<file path="src/rtl/alu_flag_unit.sv">
// NZCV status register with ARM-style condition evaluation and shadow save/restore.
// Optional FLAG_OVF_CNT_EN builds a saturating counter of committed signed overflows.
module alu_flag_unit #(
    parameter int unsigned P     = 32,
    parameter int unsigned CNT_W = 8
) (
    input  logic             clk,
    input  logic             rst,
    input  logic             en,
    input  logic             flush,
    input  logic             Valid,
    input  logic [P-1:0]     Result,
    input  logic [2:0]       ALUControl,
    input  logic             Cout,
    input  logic             A_msb,
    input  logic             B_msb,
    input  logic [1:0]       FlagWrite,
    input  logic [3:0]       Cond,
    input  logic             Save,
    input  logic             Restore,
    output logic             CondEx,
    output logic [3:0]       Flags,
    output logic [3:0]       FlagsNext,
    output logic [3:0]       SavedFlags,
    output logic [CNT_W-1:0] OvfCount
);

    localparam logic [2:0] OP_ADD = 3'b000;
    localparam logic [2:0] OP_SUB = 3'b001;

    logic is_add;
    logic is_sub;
    logic n_nxt;
    logic z_nxt;
    logic c_nxt;
    logic v_nxt;
    logic flag_n;
    logic flag_z;
    logic flag_c;
    logic flag_v;
    logic commit;

    assign is_add = (ALUControl == OP_ADD);
    assign is_sub = (ALUControl == OP_SUB);

    assign flag_n = Flags[3];
    assign flag_z = Flags[2];
    assign flag_c = Flags[1];
    assign flag_v = Flags[0];

    // Candidate flags; logic-class ops carry C and V through from the register
    always_comb begin
        n_nxt = Result[P-1];
        z_nxt = (Result == '0);
        c_nxt = flag_c;
        v_nxt = flag_v;
        if (is_add) begin
            c_nxt = Cout;
            v_nxt = (A_msb == B_msb) & (Result[P-1] != A_msb);
        end else if (is_sub) begin
            c_nxt = Cout;
            v_nxt = (A_msb != B_msb) & (Result[P-1] != A_msb);
        end
    end

    assign FlagsNext = {n_nxt, z_nxt, c_nxt, v_nxt};

    // Condition check sees only registered flags, so no loop through FlagsNext
    always_comb begin
        CondEx = 1'b0;
        case (Cond)
            4'b0000: CondEx = flag_z;
            4'b0001: CondEx = ~flag_z;
            4'b0010: CondEx = flag_c;
            4'b0011: CondEx = ~flag_c;
            4'b0100: CondEx = flag_n;
            4'b0101: CondEx = ~flag_n;
            4'b0110: CondEx = flag_v;
            4'b0111: CondEx = ~flag_v;
            4'b1000: CondEx = flag_c & ~flag_z;
            4'b1001: CondEx = ~flag_c | flag_z;
            4'b1010: CondEx = (flag_n == flag_v);
            4'b1011: CondEx = (flag_n != flag_v);
            4'b1100: CondEx = ~flag_z & (flag_n == flag_v);
            4'b1101: CondEx = flag_z | (flag_n != flag_v);
            4'b1110: CondEx = 1'b1;
            default: CondEx = 1'b0;
        endcase
    end

    assign commit = en & ~flush & Valid & CondEx;

    // Restore outranks commit; Save and Restore together swap the two registers
    always_ff @(posedge clk) begin
        if (rst) begin
            Flags      <= 4'b0000;
            SavedFlags <= 4'b0000;
        end else if (en) begin
            if (Save && !flush) begin
                SavedFlags <= Flags;
            end
            if (Restore) begin
                Flags <= SavedFlags;
            end else if (commit) begin
                if (FlagWrite[1]) begin
                    Flags[3:2] <= FlagsNext[3:2];
                end
                if (FlagWrite[0]) begin
                    Flags[1:0] <= FlagsNext[1:0];
                end
            end
        end
    end

`ifdef FLAG_OVF_CNT_EN
    logic [CNT_W-1:0] ovf_cnt;
    logic             ovf_inc;

    assign ovf_inc = commit & ~Restore & FlagWrite[0] & (is_add | is_sub) & v_nxt;

    // Saturating count of committed arithmetic overflows
    always_ff @(posedge clk) begin
        if (rst) begin
            ovf_cnt <= '0;
        end else if (ovf_inc && !(&ovf_cnt)) begin
            ovf_cnt <= ovf_cnt + CNT_W'(1);
        end
    end

    assign OvfCount = ovf_cnt;
`else
    assign OvfCount = '0;
`endif

endmodule

</file>
<file path="config.mk">
export PLATFORM = sky130hd
export DESIGN_NAME = alu_flag_unit
export DESIGN_NICKNAME = d
export VERILOG_FILES = /design/src/rtl/alu_flag_unit.sv
export SDC_FILE = /design/constraint.sdc
export NUM_CORES = 1
export LEC_CHECK = 0
export CAP_MARGIN = 30
export CORE_MARGIN = 5
export CORE_UTILIZATION = 35
export DETAILED_ROUTE_END_ITERATION = 6
export GPL_TIMING_DRIVEN = 1
export PLACE_DENSITY = 0.85
export SYNTH_ARGS = -nofsm -noshare
export SYNTH_HDL_FRONTEND = slang
export SYNTH_SLANG_ARGS = --single-unit
</file>
<file path="constraint.sdc">
create_clock -name clk -period 4.5 [get_ports clk]
set_input_delay 0.45 -clock clk [delete_from_list [all_inputs] [get_ports clk]]
set_output_delay 0.45 -clock clk [all_outputs]
set_load 0.005 [all_outputs]
</file>
* Yosys cells after proc, flatten, opt, wreduce, memory -nomap -nowiden *
Cells that the tools add are included.

storage, ports and cells
  bits in registers = 8
  bits in latches = 0
  bits in writable memories = 0
  memory bits (read-only) = 0
  input port bits = 51
  output and inout bits = 21
  logic and storage cells = 57
  memories = 0

cells by class
  $add $sub $neg = 0
  multipliers = 0
  divide/modulo/power cells = 0
  $lt $le $gt $ge = 0
  equal/unequal tests = 20
  shifts and indexed selects = 0
  mux-type cells = 9
  bitwise gates (word level) = 14
  reduce and logical (&&, ||, !) cells = 11

operators by type and width
  kind                number
  $logic_not 32->1    1
  $eq 4x4->1 const B  7
  $eq 4x3->1 const B  4
  $pmux 1 s15         1
  $eq 4x2->1 const B  2
  $mux 4              2
  $and 1x1->1         7
  $reduce_and 3->1    2
  $reduce_bool 2->1   3
  $not 1->1           5
  $eq 4x1->1 const B  1
  $logic_not 4->1     1
  $mux 1              4
  $mux 2              2
  $eq 3x1->1 const B  1
  $logic_not 3->1     1
  $ne 1x1->1          3
  $eq 1x1->1          2
  $or 1x1->1          2
  $reduce_and 2->1    1
  $logic_and 1x1->1   1
  $logic_not 1->1     1

* Depth between registers and ports, before layout *
Gate-level depths: netlist of the first run.

  word-level depth = 7
  mapped depth = 7
  depth with buffers taken out = 6

* Worst setup path before layout of the first run *
No wires, ideal clock.

  path type = input port to output port
  start = input Cond[0]
  end = output CondEx
  data arrival time = 1.291 ns
  data required time = 4.050 ns
  slack = 2.759 ns
  stages = 6
  buffers on the path = 1
  cells stage by stage = buf_4 and2b_2 o21ai_0 a31oi_1 nor2_1 nand2_1

on the way
  longest elaborated chain between the ends = 2

RTL lines
  what                                RTL line  RTL
  start, declared                     18        input logic [3:0] Cond,
  $eq 4x4->1 (tied with other cells)  71        case (Cond)
  $pmux 1 s15 (*)                     71
  end, declared                       21        output logic CondEx,

Mark *: on every way between the ends. The rest lies on a longest branch, timed or not.

* Final worst setup path of the first run *
  start = input Cond[3]
  end = output CondEx

The elaborated chain is that of the path after synthesis.

==> results of run 1 <==
[registers in the layout, summed over array words and instances (netlist names)]
name and flops:
Flags 4, SavedFlags 4
[where the power goes]
part           internal (mW)  leakage (nW)  switching, mW  total [mW]
combinational         0.0586         0.477         0.0286      0.0872
clock                 0.0306        0.0138         0.0263      0.0569
sequential            0.0716        0.0645        0.00160      0.0732
[worst paths after layout]
| path | startpoint | endpoint | slack (ns) |
|---|---|---|---|
| worst max-delay path | Cond[3] | CondEx | 1.57 |
| worst min register to register | SavedFlags[2] | SavedFlags[2] | 0.53 |
| worst max register to register | Flags[3] | Flags[1] | 2.73 |
| worst min-delay path | SavedFlags[2] | SavedFlags[2] | 0.53 |
[cell families after synthesis]
logic type | count (synthesis) | share of synthesized area [%]
xor+xnor | 4 | 3.88
simple gates | 47 | 32.0
flops | 8 | 17.8
buf+inv | 17 | 14.8
mux | 11 | 12.3
compound gates | 19 | 18.7
other cells | 1 | 0.416
[area by class of cell]
class	instances	area, µm²
clock buffers	3	22.5
fillers	231	992
multi-input cells	89	634
flip-flops and latches	8	160
well taps	30	37.5
repair buffers	63	631
[synthesized netlist by cell type]
library cell / instances
mux2i_1: 10
mux2_2: 1
a21oi_2: 4
o31ai_1: 1
nand2_1: 3
a31oi_1: 1
a21o_1: 4
a21oi_1: 3
nor4b_2: 1
and4bb_1: 2
xnor2_1: 4
nand4_1: 2
o2bb2a_4: 2
nor3_1: 2
conb_1: 1
nor3_2: 1
dfxtp_1: 8
and3b_1: 2
nor2_1: 11
a22oi_1: 1
nand3_1: 6
nand3b_1: 2
and2b_1: 1
and2b_2: 2
nor3b_1: 1
clkdlybuf4s25_2: 1
nor4_1: 8
o21bai_2: 2
o21ai_0: 1
nor2b_1: 3
buf_6: 1
buf_4: 15
[worst register-to-register path, cell delays in order, from the launching register on]
cell and delay [ns]:
dfxtp_1 0.52, xnor2_1 0.13, a22oi_1 0.21, mux2i_1 0.38, o21bai_2 0.16, a21o_1 0.18
a21oi_2 0.12
[through the flow]
| step | hold slack, ns | util, % | setup slack (ns) | area (µm²) | power [mW] |
|---|---|---|---|---|---|
| 6_report | 0.527 | 59.9 | 1.57 | 1490 | 0.217 |
| 5_1_grt | 0.570 | 59.9 | 1.51 | 1490 | 0.228 |
| 4_1_cts | 0.532 | 59.9 | 1.60 | 1490 | 0.219 |
| 3_5_place_dp | 0.522 | 59.0 | 1.60 | 1460 | 0.162 |
| 3_3_place_gp | 0.511 | 59.0 | 1.68 | 1460 | 0.160 |
| 2_1_floorplan | 0.510 | - | 2.76 | 928 | 0.114 |
[layout by cell type (no fill, tap or decap), types with 3 or more instances in the layout]
master           synthesis  final
clkdlybuf4s50_1          0     63
nor2_1                  11     11
mux2i_1                 10     10
dfxtp_1                  8      8
nor4_1                   8      8
conb_1                   1      8
nand3_1                  6      6
xnor2_1                  4      4
a21o_1                   4      4
a21oi_2                  4      4
a21oi_1                  3      3
nand2_1                  3      3
nor2b_1                  3      3
clkbuf_4                 0      3
[per-layer routing]
layer  track usage, %  routed length [µm]  vias to the layer above
met4             4.64                  32                        0
met2             29.9                1390                       39
met5                0                   0                        -
li1                 -                   -                      487
met1             15.8                1050                      422
met3             3.62                 223                        5
==> qor.txt, run 1 <==
Area Overhead vs Synth -> 64.6%
Buf/Inv on CP -> 2
Final Critical Period -> 2.93 ns
Clock Path Buffers -> 2
Max-Cap Viols -> 0
DRC errors left -> 0
Cell variety after synth -> 32
root buf cell -> clkbuf_4
CTS clk-pin slew, worst paths -> 0.05 ns
GRT Overall Usage -> 15.3%
vias per inst -> 4.94
Critical Path RT -> 4.05 ns
port bufs -> 63
Num CTS Buffers -> 3
dpl hpwl -> 2360 µm
Setup Skew -> 0.000599 ns
final std cells w/o fill -> 193
clock latency on the worst-skew pair -> 0.26 ns
gpl congestion -> 0.852
Max VDD drop -> 0.114 mV
critical path type -> primary input to output pin
final setup violation count -> 0
share of cells above drive strength 1 -> 9.82%
#FFs+latches synth -> 8
n_diodes -> 0
Pwr Density -> 146 nW/µm²
CP max stage cell -> clkdlybuf4s50_1
largest net degree at the start of global routing -> 12
Worst Hold Depth -> 2
post-synth top area share -> 17.8%
area of the mapped netlist -> 902 µm²
RSZ-0062 raised after global routing -> false
IO Count -> 72
Most common cell on crit path -> clkdlybuf4s50_1
Row Count -> 18
Max FO, Critical Path -> 8
H-tree depth -> 1
CP Data Arrival Time -> 2.48 ns
global-route wire length before repair -> 4220 µm
Slew Viols, Final -> 0
synth top area cells -> dfxtp_1, buf_4, mux2i_1, nor4_1, nor2_1
status -> complete, no violations
drt initial violations -> 29
initial antenna violation count -> 0
Max Clk Rate -> 0.342 GHz
startpoint types -> primary input
post-synthesis sequential area ratio -> 17.8%
initial core utilization -> 36.4%
dpl cells -> 190
Syn Area/Cell -> 8.43 µm²
Post-CTS Repair Setup Buffers -> 0
CTS tree -> built
Largest delay share family, worst path -> buffers and inverters
number of cells on the critical path -> 7
R2R cell count -> 6
final WL -> 2700 µm
crit-path cells -> clkdlybuf4s50_1 > and3b_1 > a22oi_1 > mux2i_1 > nor2_1 > nand2_1 > clkdlybuf4s50_1
Worst setup EP type -> output pin
core area -> 2480 µm²
die height -> 60.8 µm
drt first pass iters -> 4
CTS Sinks -> 8
Lkg Pwr -> 0.556 nW
slowest stage delay, CP -> 0.55 ns
Hold Path Class -> flip-flop to flip-flop
Yosys top cell by area -> dfxtp_1
die area -> 3690 µm²
total global routing overflow -> 0
Die X-Extent -> 60.8 µm
Routed Antenna Nets -> 0
Syn Inst Count -> 107
via count -> 953
Hold Fails Final Rpt -> 0
Syn. warnings -> 0
CTS resizes -> 0
Final period util -> 65.0%
number of global-route vias before repair -> 988
# hold bufs at CTS -> 0
setup tns final -> 0 ns
NumNets Final -> 216
wire length per cell -> 14.0 µm
(Power assumes the default switching activity.)
==> inputs of run 2 (changes only) <==
--- a/config.mk
+++ b/config.mk
@@ -7,10 +7,10 @@
 export LEC_CHECK = 0
 export CAP_MARGIN = 30
 export CORE_MARGIN = 5
-export CORE_UTILIZATION = 35
+export CORE_UTILIZATION = 33
 export DETAILED_ROUTE_END_ITERATION = 6
 export GPL_TIMING_DRIVEN = 1
-export PLACE_DENSITY = 0.85
+export PLACE_DENSITY = 0.81
 export SYNTH_ARGS = -nofsm -noshare
 export SYNTH_HDL_FRONTEND = slang
 export SYNTH_SLANG_ARGS = --single-unit
==> constraint.sdc (replaced) <==
create_clock -name clk -period 2.86 [get_ports clk]
set_input_delay 0.286 -clock clk [delete_from_list [all_inputs] [get_ports clk]]
set_output_delay 0.286 -clock clk [all_outputs]
set_load 0.005 [all_outputs]
==> qor.txt, run 2 (same netlist as run 1, synthesis figures left out) <==
Final Critical Period -> 2.63 ns
drt initial violations -> 69 (+140%)
final setup violation count -> 0 (unchanged)
Setup Skew -> 0.00354 ns (+0.00294 ns)
FILL cells -> 251 (+8.7%)
Worst setup EP type -> output pin
critical path type -> primary input to output pin
Final period util -> 92.1%
H-tree depth -> 1 (unchanged)
total global routing overflow -> 0 (unchanged)
GRT Overall Usage -> 14.0% (-1.3 points)
drt first pass iters -> 3 (-1)
startpoint types -> primary input
global-route wire length before repair -> 4510 µm (+7.0%)
final std cells w/o fill -> 194 (+0.52%)
final WL -> 2790 µm (+3.1%)
largest net degree at the start of global routing -> 12 (unchanged)
setup tns final -> 0 ns (unchanged)
Pwr Density -> 231 nW/µm² (+58%)
vias per inst -> 5.16 (+4.5%)
commonest non-fill, non-tap cell in the layout -> clkdlybuf4s50_1
die height -> 62.3 µm (+2.5%)
CP Data Arrival Time -> 2.35 ns (-0.13 ns)
Hold Crit Start -> SavedFlags[1]
via count -> 1001 (+5.0%)
die area -> 3880 µm² (+5.0%)
Die X-Extent -> 62.3 µm (+2.5%)
initial antenna violation count -> 0 (unchanged)
Layout Utilization -> 55.3% (-4.6 points)
CTS tree -> built
footprint of the multi-input gates -> 634 µm² (unchanged)
Register Area -> 160 µm² (unchanged)
CTS resizes -> 0 (unchanged)
IO Count -> 72 (unchanged)
# hold bufs at CTS -> 0 (unchanged)
most frequent cells in the layout -> clkdlybuf4s50_1, nor2_1, mux2i_1
core area -> 2690 µm² (+8.4%)
share of cells above drive strength 1 -> 9.82% (unchanged)
Routed Antenna Nets -> 0 (unchanged)
Max VDD drop -> 0.217 mV (+91%)
R2R cell count -> 6 (unchanged)
root buf cell -> clkbuf_4
reg2reg start -> Flags[0]
Max-Cap Viols -> 0 (unchanged)
CTS clk-pin slew, worst paths -> 0.05 ns (about the same)
Max FO, Critical Path -> 8 (unchanged)
Clock Path Buffers -> 2 (unchanged)
Row Count -> 19 (+1)
clock latency on the worst-skew pair -> 0.26 ns (about the same)
Num CTS Buffers -> 3 (unchanged)
dpl hpwl -> 2390 µm (+1.5%)
wire length per cell -> 14.4 µm (+2.5%)
port bufs -> 63 (unchanged)
Slew Viols, Final -> 0 (unchanged)
biggest regs -> Flags (4), SavedFlags (4)
number of global-route vias before repair -> 1102 (+12%)
final instance area -> 1490 µm² (about the same)
status -> complete, no violations
Post-CTS Repair Setup Buffers -> 0 (unchanged)
RSZ-0062 raised after global routing -> false
gpl congestion -> 0.840 (-1.5%)
n_diodes -> 0 (unchanged)
dpl cells -> 191 (+0.53%)
end of the worst hold path -> SavedFlags[1]
CTS Sinks -> 8 (unchanged)
Hold Path Class -> flip-flop to flip-flop
placed cell areas -> 1460 µm² (about the same)
Critical Path RT -> 2.57 ns (-1.48 ns)
Worst Hold Depth -> 2 (unchanged)
reg2reg end -> Flags[1]
Lkg Pwr -> 0.556 nW (unchanged)
DRC errors left -> 0 (unchanged)
Area Overhead vs Synth -> 64.8% (about the same)
Max Clk Rate -> 0.380 GHz
Worst R2R Setup Slack -> 1.05 ns (-1.68 ns)
NumNets Final -> 216 (unchanged)
initial core utilization -> 33.6% (-2.8 points)
Hold Fails Final Rpt -> 0 (unchanged)
run 2: cell counts in the layout (fill, tap and decap cells not counted):
No cell type changed its count.
run 2: final cells by class:
class / count / area share, %
clock buffer: 3 / 1.52
multi-input combinational: 89 / 42.7
sequential: 8 / 10.8
tap: 31 / 2.61
timing repair buffer: 63 / 42.4
run 2: routing by layer:
| layer | part of all wire, % | vias up | wire (µm) | GRT usage [%] |
|---|---|---|---|---|
| met5 | 0 | - | 0 | 0 |
| met4 | 1.8 | 0 | 49 | 6.63 |
| met3 | 13 | 4 | 362 | 5.95 |
| met2 | 49 | 58 | 1370 | 25.4 |
| met1 | 36 | 453 | 1000 | 13.3 |
| li1 | - | 486 | - | - |
run 2: report_power, final:
part | switching, mW | total, mW | leakage, nW | internal [mW]
combinational | 0.0456 | 0.138 | 0.477 | 0.0922
clock | 0.0420 | 0.0903 | 0.0138 | 0.0483
sequential | 0.00264 | 0.115 | 0.0645 | 0.113
total | 0.0902 | 0.343 | 0.556 | 0.253
run 2: through the flow:
step | power [mW] | setup slack (ns) | hold WS (ns)
after global routing | 0.359 | 0.0876 | 0.586
final | 0.343 | 0.226 | 0.546
after CTS | 0.347 | 0.237 | 0.550
after global placement | 0.252 | 0.370 | 0.515
after floorplan | 0.179 | 1.30 | 0.510
after detailed placement | 0.256 | 0.245 | 0.533
run 2: how the worst max path moves through the flow:
stage               startpoint        to  cells past startpoint
CTS                    Cond[3]    CondEx                      7
detailed placement     Cond[3]    CondEx                      7
global placement       Cond[3]    CondEx                      7
finish                 Cond[3]    CondEx                      7
floorplan             Flags[3]  Flags[2]                      7
global route           Cond[2]    CondEx                      7
run 2: worst max-delay path: stages:
cell	delay [ns]
clkdlybuf4s50_1	0.54
and3b_1	0.25
a22oi_1	0.19
mux2i_1	0.39
nor2_1	0.10
nand2_1	0.09
clkdlybuf4s50_1	0.50
==> inputs of run 3 (changes only) <==
--- a/config.mk
+++ b/config.mk
@@ -5,12 +5,13 @@
 export SDC_FILE = /design/constraint.sdc
 export NUM_CORES = 1
 export LEC_CHECK = 0
+export ABC_AREA = 1
 export CAP_MARGIN = 30
 export CORE_MARGIN = 5
-export CORE_UTILIZATION = 33
+export CORE_UTILIZATION = 32
 export DETAILED_ROUTE_END_ITERATION = 6
 export GPL_TIMING_DRIVEN = 1
-export PLACE_DENSITY = 0.81
+export PLACE_DENSITY = 0.8
 export SYNTH_ARGS = -nofsm -noshare
 export SYNTH_HDL_FRONTEND = slang
 export SYNTH_SLANG_ARGS = --single-unit
==> constraint.sdc (replaced) <==
create_clock -name clk -period 2.6 [get_ports clk]
set_input_delay 0.26 -clock clk [delete_from_list [all_inputs] [get_ports clk]]
set_output_delay 0.26 -clock clk [all_outputs]
set_load 0.005 [all_outputs]
==> qor.txt, run 3 <==
status -> complete, no violations
final instance area -> 1490 µm² (unchanged)
Post-CTS Repair Setup Buffers -> 0 (unchanged)
n_diodes -> 0 (unchanged)
Cell variety after synth -> 22 (-31%)
number of global-route vias before repair -> 936 (-15%)
FILL cells -> 264 (+5.2%)
setup tns final -> 0 ns (unchanged)
Worst Hold Depth -> 2 (unchanged)
CTS clk-pin slew, worst paths -> 0.05 ns (about the same)
startpoint types -> primary input
placed cell areas -> 1460 µm² (unchanged)
area of the mapped netlist -> 860 µm² (-4.7%)
# hold bufs at CTS -> 0 (unchanged)
die area -> 3820 µm² (-1.5%)
die height -> 61.8 µm (-0.73%)
biggest regs -> Flags (4), SavedFlags (4)
Pwr Density -> 285 nW/µm² (+24%)
CP Data Arrival Time -> 1.94 ns (-0.41 ns)
port bufs -> 63 (unchanged)
Max VDD drop -> 0.277 mV (+28%)
global-route wire length before repair -> 4130 µm (-8.4%)
post-synthesis sequential area ratio -> 18.6% (+0.88 points)
Place WS -> 0.395 ns (+0.150 ns)
Worst R2R Setup Slack -> 1.12 ns (+0.07 ns)
final std cells w/o fill -> 245 (+26%)
Syn. warnings -> 0 (unchanged)
Hold Path Class -> flip-flop to flip-flop
Lkg Pwr -> 0.653 nW (+18%)
Post-Synth XOR/XNOR Area -> 1.02% (-2.9 points)
Hold Fails Final Rpt -> 0 (unchanged)
Slew Viols, Final -> 0 (unchanged)
CTS Sinks -> 8 (unchanged)
Yosys top cell by area -> dfxtp_1
drt first pass iters -> 4 (+1)
RSZ-0062 raised after global routing -> false
Synth Flop Type -> dfxtp_1
Area Overhead vs Synth -> 72.9%
CTS resizes -> 0 (unchanged)
cell with the most instances after synthesis -> nand2_1
vias per inst -> 4.47 (-13%)
drt initial violations -> 30 (-57%)
final WL -> 2710 µm (-2.7%)
share of cells above drive strength 1 -> 9.30% (-0.51 points)
H-tree depth -> 1 (unchanged)
core area -> 2520 µm² (-6.1%)
Synth Area in Compound Gates -> 10.2% (-8.5 points)
Worst setup EP type -> output pin
adder-cell area share of the yosys netlist -> 0% (unchanged)
dpl hpwl -> 2460 µm (+3.0%)
dpl cells -> 242 (+27%)
asr flop ratio synth -> 0% (unchanged)
total global routing overflow -> 0 (unchanged)
Max Clk Rate -> 0.454 GHz
Syn Area/Cell -> 5.58 µm² (-34%)
wire length per cell -> 11.1 µm (-23%)
Routed Antenna Nets -> 0 (unchanged)
Synth top cells by count -> nand2_1, nor2_1, inv_1
Critical Path RT -> 2.34 ns (-0.23 ns)
initial core utilization -> 34.1% (+0.50 points)
GRT Overall Usage -> 14.6% (+0.68 points)
DRC errors left -> 0 (unchanged)
reg2reg end -> Flags[1]
simple logic cell fraction of the synthesized area -> 50.5% (+18 points)
largest family of logic cells by synthesized area -> simple AND/OR/NAND/NOR gates
post-synth top area share -> 18.6% (+0.88 points)
critical path type -> primary input to output pin
#FFs+latches synth -> 8 (unchanged)
Syn Inst Count -> 154 (+44%)
Post-synth EDFFs -> 0 (unchanged)
Clock Path Buffers -> 2 (unchanged)
IO Count -> 72 (unchanged)
largest net degree at the start of global routing -> 9 (-3)
Max FO, Critical Path -> 3 (-5)
Final Critical Period -> 2.20 ns
Hold Crit Start -> SavedFlags[2]
most frequent cells in the layout -> clkdlybuf4s50_1, nand2_1, nor2_1
end of the worst hold path -> SavedFlags[2]
PnR worst setup slack -> 0.398 ns (+0.172 ns)
commonest non-fill, non-tap cell in the layout -> clkdlybuf4s50_1
root buf cell -> clkbuf_4
synth top area cells -> dfxtp_1, nand2_1, nor2_1, buf_4, nand3_1
final setup violation count -> 0 (unchanged)
Final period util -> 84.7%
clock latency on the worst-skew pair -> 0.26 ns (about the same)
R2R cell count -> 13 (+7)
via count -> 1095 (+9.4%)
Row Count -> 18 (-1)
Num CTS Buffers -> 3 (unchanged)
Die X-Extent -> 61.8 µm (-0.73%)
post-synthesis mux area share -> 0% (-12 points)
NumNets Final -> 268 (+24%)
Max-Cap Viols -> 0 (unchanged)
initial antenna violation count -> 0 (unchanged)
reg2reg start -> Flags[1]
gpl congestion -> 0.775 (-7.7%)
Setup Skew -> 0.000735 ns (-0.00281 ns)
CTS tree -> built
==> run 3: cell count changes after synthesis, moves of 5 or more <==
cell,delta
inv_1,+14
nand2_1,+31
nor2_2,+5
nand2_2,+6
mux2i_1,-10
nor2_1,+15
nand3_1,+6
o21ai_0,+9
==> run 3: cells by family after synthesis <==
| kind of cell | after synthesis |
|---|---|
| compound gates | 17 |
| xor+xnor | 1 |
| buf+inv | 32 |
| flops | 8 |
| other cells | 1 |
| simple gates | 95 |
==> run 3: how the worst max path moves through the flow <==
| stage | start | endpoint | slack (ns) | cells past startpoint |
|---|---|---|---|---|
| 2_1_floorplan | Flags[0] | Flags[1] | 1.28 | 13 |
| 3_3_place_gp | Result[31] | FlagsNext[0] | 0.42 | 7 |
| 3_5_place_dp | Result[31] | FlagsNext[0] | 0.40 | 7 |
| 4_1_cts | Result[31] | FlagsNext[0] | 0.39 | 7 |
| 5_1_grt | Cond[2] | CondEx | 0.28 | 10 |
| 6_report | Result[31] | FlagsNext[0] | 0.40 | 7 |
==> run 3: routing by layer <==
metal  vias to the layer above  global-route usage, %  routed length [µm]
li1                        594                      -                   -
met1                       471                   16.5                1070
met2                        28                   26.2                1400
met3                         2                   5.79                 223
met4                         0                   2.73                  19
met5                         -                      0                   0
==> run 3: cell type report <==
| class | count | area [µm²] | area share [%] |
|---|---|---|---|
| well taps | 30 | 37.5 | 2.53 |
| flip-flops and latches | 8 | 160 | 10.8 |
| clock buffers | 3 | 22.5 | 1.52 |
| repair buffers | 63 | 631 | 42.4 |
| inverters | 20 | 75.1 | 5.05 |
| multi-input cells | 121 | 561 | 37.7 |
==> run 3: critical path, cell delays in order <==
cell,delay [ns]
clkdlybuf4s50_1,0.50
inv_1,0.07
or2_2,0.27
o211ai_1,0.16
o21ai_0,0.12
inv_1,0.07
clkdlybuf4s50_1,0.49
==> run 3: stage by stage <==
stage / utilization [%] / total power [mW] / hold slack, ns
3_3_place_gp: 58.0 / 0.330 / 0.450
6_report: 58.9 / 0.424 / 0.461
5_1_grt: 58.9 / 0.457 / 0.500
3_5_place_dp: 58.0 / 0.331 / 0.459
4_1_cts: 58.9 / 0.430 / 0.470
2_1_floorplan: - / 0.223 / 0.453
==> run 3: where the power goes <==
group | switching [mW] | total, mW | leakage (nW) | internal (mW)
sequential | 0.00899 | 0.139 | 0.0656 | 0.130
combinational | 0.0738 | 0.189 | 0.574 | 0.115
clock | 0.0430 | 0.0958 | 0.0138 | 0.0529
total | 0.126 | 0.424 | 0.653 | 0.298
